$ cat src/rtl/mult_div_unit_if.sv
// Issue-side bundle for the HI/LO multiply/divide unit: operands, MTHI/MTLO
// writes, and the busy/done/HI/LO results returned to the pipeline.
interface mult_div_unit_if #(
  parameter int WIDTH = 32
);
  logic             start;
  logic [1:0]       op;
  logic [WIDTH-1:0] rs_data;
  logic [WIDTH-1:0] rt_data;
  logic             hi_we;
  logic             lo_we;
  logic [WIDTH-1:0] wr_data;
  logic             busy;
  logic             done;
  logic [WIDTH-1:0] hi;
  logic [WIDTH-1:0] lo;

  modport master (
    output start, op, rs_data, rt_data, hi_we, lo_we, wr_data,
    input  busy, done, hi, lo
  );

  modport slave (
    input  start, op, rs_data, rt_data, hi_we, lo_we, wr_data,
    output busy, done, hi, lo
  );
endinterface

$ cat src/rtl/mult_div_unit.sv
// Iterative MULT/MULTU/DIV/DIVU unit owning HI/LO; result lands WIDTH+1 edges after start.
// One op in flight: busy stalls the issuer, and start/MTHI/MTLO are ignored while busy.
module mult_div_unit #(
  parameter int WIDTH = 32
) (
  input  logic            clock,
  input  logic            reset_n,
  mult_div_unit_if.slave  bus
);
  localparam int CW = $clog2(WIDTH);
  localparam logic [WIDTH-1:0]   ONE_W  = {{(WIDTH-1){1'b0}}, 1'b1};
  localparam logic [2*WIDTH-1:0] ONE_2W = {{(2*WIDTH-1){1'b0}}, 1'b1};

  typedef enum logic [1:0] {IDLE, CALC, FIXUP} state_t;

  state_t           state_q, state_d;
  logic [CW-1:0]    cnt_q, cnt_d;
  logic [WIDTH-1:0] acc_q, acc_d;     // product upper half / partial remainder
  logic [WIDTH-1:0] aux_q, aux_d;     // multiplier bits / dividend->quotient bits
  logic [WIDTH-1:0] b_q, b_d;         // |multiplicand| / |divisor|
  logic [WIDTH-1:0] orig_rs_q, orig_rs_d;
  logic             div_q, div_d;
  logic             neg_q, neg_d;     // negate product or quotient
  logic             rneg_q, rneg_d;   // negate remainder
  logic [WIDTH-1:0] hi_q, hi_d;
  logic [WIDTH-1:0] lo_q, lo_d;
  logic             done_q, done_d;

  logic             sgn;
  logic [WIDTH-1:0] a_abs, b_abs;
  logic [WIDTH:0]   sum, shifted, diff;
  logic [2*WIDTH-1:0] prod, prod_neg;

  // State register
  always_ff @(posedge clock or negedge reset_n) begin
    if (!reset_n) begin
      state_q   <= IDLE;
      cnt_q     <= '0;
      acc_q     <= '0;
      aux_q     <= '0;
      b_q       <= '0;
      orig_rs_q <= '0;
      div_q     <= 1'b0;
      neg_q     <= 1'b0;
      rneg_q    <= 1'b0;
      hi_q      <= '0;
      lo_q      <= '0;
      done_q    <= 1'b0;
    end else begin
      state_q   <= state_d;
      cnt_q     <= cnt_d;
      acc_q     <= acc_d;
      aux_q     <= aux_d;
      b_q       <= b_d;
      orig_rs_q <= orig_rs_d;
      div_q     <= div_d;
      neg_q     <= neg_d;
      rneg_q    <= rneg_d;
      hi_q      <= hi_d;
      lo_q      <= lo_d;
      done_q    <= done_d;
    end
  end

  // Next-state logic
  always_comb begin
    state_d = state_q;
    unique case (state_q)
      IDLE:    if (bus.start) state_d = CALC;
      CALC:    if (cnt_q == '0) state_d = FIXUP;
      FIXUP:   state_d = IDLE;
      default: state_d = IDLE;
    endcase
  end

  // Datapath
  always_comb begin
    cnt_d     = cnt_q;
    acc_d     = acc_q;
    aux_d     = aux_q;
    b_d       = b_q;
    orig_rs_d = orig_rs_q;
    div_d     = div_q;
    neg_d     = neg_q;
    rneg_d    = rneg_q;
    hi_d      = hi_q;
    lo_d      = lo_q;
    done_d    = 1'b0;

    sgn   = ~bus.op[0];
    a_abs = (sgn && bus.rs_data[WIDTH-1]) ? (~bus.rs_data + ONE_W) : bus.rs_data;
    b_abs = (sgn && bus.rt_data[WIDTH-1]) ? (~bus.rt_data + ONE_W) : bus.rt_data;

    sum      = {1'b0, acc_q} + (aux_q[0] ? {1'b0, b_q} : {(WIDTH+1){1'b0}});
    shifted  = {acc_q, aux_q[WIDTH-1]};
    diff     = shifted - {1'b0, b_q};
    prod     = {acc_q, aux_q};
    prod_neg = ~prod + ONE_2W;

    unique case (state_q)
      IDLE: begin
        if (bus.hi_we) hi_d = bus.wr_data;
        if (bus.lo_we) lo_d = bus.wr_data;
        if (bus.start) begin
          div_d     = bus.op[1];
          neg_d     = sgn & (bus.rs_data[WIDTH-1] ^ bus.rt_data[WIDTH-1]);
          rneg_d    = sgn & bus.rs_data[WIDTH-1];
          orig_rs_d = bus.rs_data;
          acc_d     = '0;
          aux_d     = a_abs;
          b_d       = b_abs;
          cnt_d     = CW'(WIDTH-1);
        end
      end
      CALC: begin
        cnt_d = cnt_q - 1'b1;
        if (!div_q) begin
          acc_d = sum[WIDTH:1];
          aux_d = {sum[0], aux_q[WIDTH-1:1]};
        end else if (!diff[WIDTH]) begin
          acc_d = diff[WIDTH-1:0];
          aux_d = {aux_q[WIDTH-2:0], 1'b1};
        end else begin
          acc_d = shifted[WIDTH-1:0];
          aux_d = {aux_q[WIDTH-2:0], 1'b0};
        end
      end
      FIXUP: begin
        done_d = 1'b1;
        if (!div_q) begin
          {hi_d, lo_d} = neg_q ? prod_neg : prod;
        end else if (b_q == '0) begin
          hi_d = orig_rs_q;
          lo_d = '1;
        end else begin
          lo_d = neg_q  ? (~aux_q + ONE_W) : aux_q;
          hi_d = rneg_q ? (~acc_q + ONE_W) : acc_q;
        end
      end
      default: ;
    endcase
  end

  // Outputs
  always_comb begin
    bus.busy = (state_q != IDLE);
    bus.done = done_q;
    bus.hi   = hi_q;
    bus.lo   = lo_q;
  end
endmodule

$ cat src/flat_wrapper.sv
// flat-port wrapper written by rule: the top's interface ports become plain ports
module mult_div_unit_flat 
#(
  parameter int WIDTH = 32
)
  (clock, reset_n, bus_start, bus_op, bus_rs_data, bus_rt_data, bus_hi_we, bus_lo_we, bus_wr_data, bus_busy, bus_done, bus_hi, bus_lo);
  mult_div_unit_if #(.WIDTH(WIDTH)) bus_i ();
  input  logic clock;
  input  logic reset_n;
  input wire logic [$bits(bus_i.start)-1:0] bus_start;
  input wire logic [$bits(bus_i.op)-1:0] bus_op;
  input wire logic [$bits(bus_i.rs_data)-1:0] bus_rs_data;
  input wire logic [$bits(bus_i.rt_data)-1:0] bus_rt_data;
  input wire logic [$bits(bus_i.hi_we)-1:0] bus_hi_we;
  input wire logic [$bits(bus_i.lo_we)-1:0] bus_lo_we;
  input wire logic [$bits(bus_i.wr_data)-1:0] bus_wr_data;
  output wire logic [$bits(bus_i.busy)-1:0] bus_busy;
  output wire logic [$bits(bus_i.done)-1:0] bus_done;
  output wire logic [$bits(bus_i.hi)-1:0] bus_hi;
  output wire logic [$bits(bus_i.lo)-1:0] bus_lo;
  assign bus_i.start = bus_start;
  assign bus_i.op = bus_op;
  assign bus_i.rs_data = bus_rs_data;
  assign bus_i.rt_data = bus_rt_data;
  assign bus_i.hi_we = bus_hi_we;
  assign bus_i.lo_we = bus_lo_we;
  assign bus_i.wr_data = bus_wr_data;
  assign bus_busy = bus_i.busy;
  assign bus_done = bus_i.done;
  assign bus_hi = bus_i.hi;
  assign bus_lo = bus_i.lo;
  mult_div_unit #(.WIDTH(WIDTH)) u_core (.clock(clock), .reset_n(reset_n), .bus(bus_i));
endmodule
$ cat config.mk
export PLATFORM = sky130hd
export DESIGN_NAME = mult_div_unit_flat
export DESIGN_NICKNAME = d
export VERILOG_FILES = /design/src/rtl/mult_div_unit_if.sv /design/src/rtl/mult_div_unit.sv /design/src/flat_wrapper.sv
export SDC_FILE = /design/constraint.sdc
export NUM_CORES = 1
export LEC_CHECK = 0
export ABC_CLOCK_PERIOD_IN_PS = 3400
export CAP_MARGIN = 20
export CELL_PAD_IN_SITES_DETAIL_PLACEMENT = 1
export CELL_PAD_IN_SITES_GLOBAL_PLACEMENT = 2
export CORE_ASPECT_RATIO = 0.8
export CORE_MARGIN = 10
export CORE_UTILIZATION = 31
export CTS_CLUSTER_DIAMETER = 150
export DETAILED_ROUTE_END_ITERATION = 6
export GPL_TIMING_DRIVEN = 0
export HOLD_SLACK_MARGIN = 0.1
export MAX_ROUTING_LAYER = met4
export PLACE_DENSITY = 0.76
export SETUP_SLACK_MARGIN = 0.1
export SYNTH_ARGS = -nofsm -noshare
export SYNTH_HDL_FRONTEND = slang
export SYNTH_SLANG_ARGS = --single-unit
export TNS_END_PERCENT = 10
$ cat constraint.sdc
create_clock -name clock -period 3.4 [get_ports clock]
set_clock_uncertainty 0.15 [all_clocks]
set_input_delay 0.34 -clock clock [delete_from_list [all_inputs] [get_ports clock]]
set_output_delay 0.34 -clock clock [all_outputs]
set_load 0.03 [all_outputs]
==> results.sh <==
export IMPL_whs_ns=0.240
export IMPL_critPathLaunchType="flop"
export IMPL_final_common_cell="nand2_1"
export IMPL_final_cell_mix="nand2_1, o21ai_0, dfrtp_1, clkdlybuf4s50_1, a21oi_1"
export IMPL_hpwl_microns=62600
export IMPL_relSlewSlack=0.182
export IMPL_dieWidth_microns=275
export IMPL_cts_sinks=203
export IMPL_die_area_sq_um=61500
export IMPL_cts_buffers=27
export IMPL_start_util=0.314
export IMPL_arrival_ns=3.95
export IMPL_tns_ns=-2.27
export IMPL_rsz0062_at_grt="yes"
export IMPL_tightestPinTransition_ns=1.23
export IMPL_grt_max_degree=108
export IMPL_n_fill_cell=6045
export IMPL_synthTopCellsByArea="dfrtp_1, o21ai_0, nand2_1"
export IMPL_numPortBuffers=168
export IMPL_yosysTopAreaCellShare=0.316
export IMPL_fmax_ghz=0.273
export IMPL_timing_final_ws_setup_ns=-0.265
export IMPL_outcome="finished with violations"
export IMPL_max_stage_delay_ns=0.54
export IMPL_syn_avg_cell_area_sq_um=7.73
export IMPL_final_setup_viol_count=35
export IMPL_hold_violations=0
export IMPL_vias=17625
export IMPL_gp_congestion=0.983
export IMPL_end_kind="flop"
export IMPL_maxCapViolations=0
export IMPL_root_buffer="clkbuf_16"
export IMPL_cp_required_ns=3.69
export IMPL_die_y_microns=224
export IMPL_cp_cell_sequence="clkinvlp_4, buf_6, buf_8, nor2_4, ha_4, buf_8, a21oi_4, o21ai_2, or2_4, o22ai_4, a21oi_4, o31a_1, or4b_4, a32oi_2, o311ai_2"
export IMPL_io_pins=169
export IMPL_ant_nets=0
export IMPL_overflow=0
export IMPL_fin_crit_ns=3.67
export IMPL_pwr_density_cell_nw_per_um2=1260
export IMPL_async_reset_ff_frac=1.00
export IMPL_cp_slowest_cell="or4b_4"
export IMPL_synth_seq_cells=203
export IMPL_fin_crit_sh=1.08
export IMPL_syn_nets=2257
export IMPL_grt_pass1_wl_microns=120000
export IMPL_clk_pin_slew_ns=0.06
export IMPL_core_area_sq_um=51200
export IMPL_ir_drop_mv=0.716
export IMPL_synth_edf_count=0
export IMPL_synth_cell_types=77
export IMPL_row_count=74
export IMPL_drt_total_wl_microns=81300
export IMPL_failed_checks="setup timing"
export IMPL_final_util=0.417
export IMPL_num_nets_final=2517
export IMPL_total_leakage_power_nw=8.51
export IMPL_synth_main_ff_cell="dfrtp_1"
export IMPL_layout_cells_non_filler=3047
export IMPL_drv_slew=0
export IMPL_antenna_cells=0
export IMPL_path_buf_inv=4
export IMPL_dp_cells=2935
export IMPL_synth_cells=2082
export IMPL_netlist_area_sq_um=16100
export IMPL_drive_gt1_frac=0.141
export IMPL_clk_latency_ns=0.58
export IMPL_crit_family="compound AO/OA/AOI/OAI gates"
export IMPL_first_pass_iters=5
export IMPL_drc=0
export IMPL_track_usage=0.264
export IMPL_routedWlPerCell_microns=26.7
export IMPL_crit_fanout=8
export IMPL_antenna_found_initial=1
export IMPL_synth_warnings=0
export IMPL_htreeDepth=1
export IMPL_clockBufferDepth=3
export IMPL_area_growth_pct=32.7
export IMPL_worst_setup_path_type="reg2reg"
export IMPL_ys_seq_area_frac=0.316
export IMPL_avgViaCountPerCell=5.78
export IMPL_synth_largest_area_cell="dfrtp_1"
export IMPL_grt_pass1_vias=17894
export IMPL_drt_initial_drc_count=1610
export IMPL_pre_cts_slack_ns=-1.52
export IMPL_cts_tree="yes"
export IMPL_holdCritPathClass="in2reg"
==> worst paths after layout <==
check | from | to | slack, ns | cells past startpoint
min | bus_wr_data[14] | u_core.bus.hi[14] | 0.24 | 3
max | u_core.aux_q[0] | u_core.acc_q[30] | -0.27 | 15
max reg2reg | u_core.aux_q[0] | u_core.acc_q[30] | -0.27 | 15
max in group asynchronous | reset_n | u_core.bus.hi[18] | 1.73 | 3
min in group asynchronous | reset_n | u_core.b_q[6] | 0.25 | 2
min reg2reg | u_core.bus.hi[7] | u_core.bus.hi[7] | 0.33 | 2
==> cells by family after synthesis <==
group | share of synthesized area
AO/OA/AOI/OAI | 0.261
flip-flops | 0.316
AND/OR/NAND/NOR | 0.196
XOR/XNOR | 0.0947
adder cells (fa/ha/maj) | 0.0569
multiplexers | 0.0262
buffers and inverters | 0.0488
==> power breakdown <==
| part | total, W | internal, W | switching, W |
|---|---|---|---|
| Clock | 0.00305 | 0.00181 | 0.00125 |
| Combinational | 0.0185 | 0.00743 | 0.0111 |
| Sequential | 0.00533 | 0.00362 | 0.00171 |
| Total | 0.0269 | 0.0128 | 0.0140 |
==> layout make-up <==
cell class              count  area (sq um)  area share
clock inverters            12           161     0.00756
flip-flops and latches    203          5090       0.239
plain buffers             135           704      0.0330
repair buffers            232          2260       0.106
well taps                 684           856      0.0401
multi-input cells        1677         11300       0.527
inverters                  66           254      0.0119
clock buffers              38           767      0.0359
==> state kept, by name, indices dropped and copies added, names as in the netlist <==
name              flops
u_core.acc_q         32
u_core.aux_q         32
u_core.b_q           32
u_core.bus.done       1
u_core.bus.hi        32
u_core.bus.lo        32
u_core.cnt_q          5
u_core.div_q          1
u_core.neg_q          1
u_core.orig_rs_q     32
u_core.rneg_q         1
u_core.state_q        2
==> per-stage QoR <==
stage | area (sq um) | total power [W]
after floorplan | 16100 | 0.0144
after global placement | 18600 | 0.0198
after detailed placement | 18700 | 0.0201
after CTS | 20700 | 0.0253
after global routing | 21300 | 0.0286
final | 21300 | 0.0269
==> repair_timing <==
action	4_1_cts	5_1_grt
endpoints found under the setup margin	97	96
gates resized for setup	216	110
setup buffers	38	22
gates cloned	2	0
pin swaps	57	50
hold buffers	1	0
endpoints found under the hold margin	106	0
==> cells in the mapped netlist, drive strengths merged (4+ instances only) <==
| cell | n |
|---|---|
| o21a | 11 |
| a21o | 18 |
| nand3 | 36 |
| nor2 | 156 |
| or2 | 10 |
| o31ai | 26 |
| o41ai | 12 |
| o31a | 5 |
| xor2 | 62 |
| nor4 | 30 |
| a21boi | 6 |
| or3 | 22 |
| a22oi | 13 |
| and3 | 16 |
| o21ai | 255 |
| o22ai | 46 |
| nand4 | 12 |
| a21oi | 167 |
| buf | 20 |
| nor2b | 9 |
| ha | 70 |
| a31oi | 20 |
| nand2 | 314 |
| a221o | 7 |
| mux2i | 41 |
| nor3 | 38 |
| a32oi | 5 |
| or4 | 9 |
| nor4b | 4 |
| o211ai | 53 |
| inv | 65 |
| and2 | 9 |
| clkbuf | 116 |
| a211oi | 18 |
| dfrtp | 203 |
| o2111ai | 4 |
| xnor2 | 112 |
| nand2b | 19 |
| a221oi | 6 |
==> worst min-delay path, cell delays in order <==
cell	delay, ns
clkdlybuf4s50_1	0.42
o22ai_1	0.11
a21oi_1	0.05
==> per-layer routing <==
metal,part of all wire,up-vias,GRT usage
met5,0,-,-
met4,0.017,0,0.0418
met3,0.077,89,0.0493
met2,0.43,575,0.380
met1,0.48,8952,0.382
li1,-,8009,-
No activity file was read; power rests on OpenSTA's default activity.
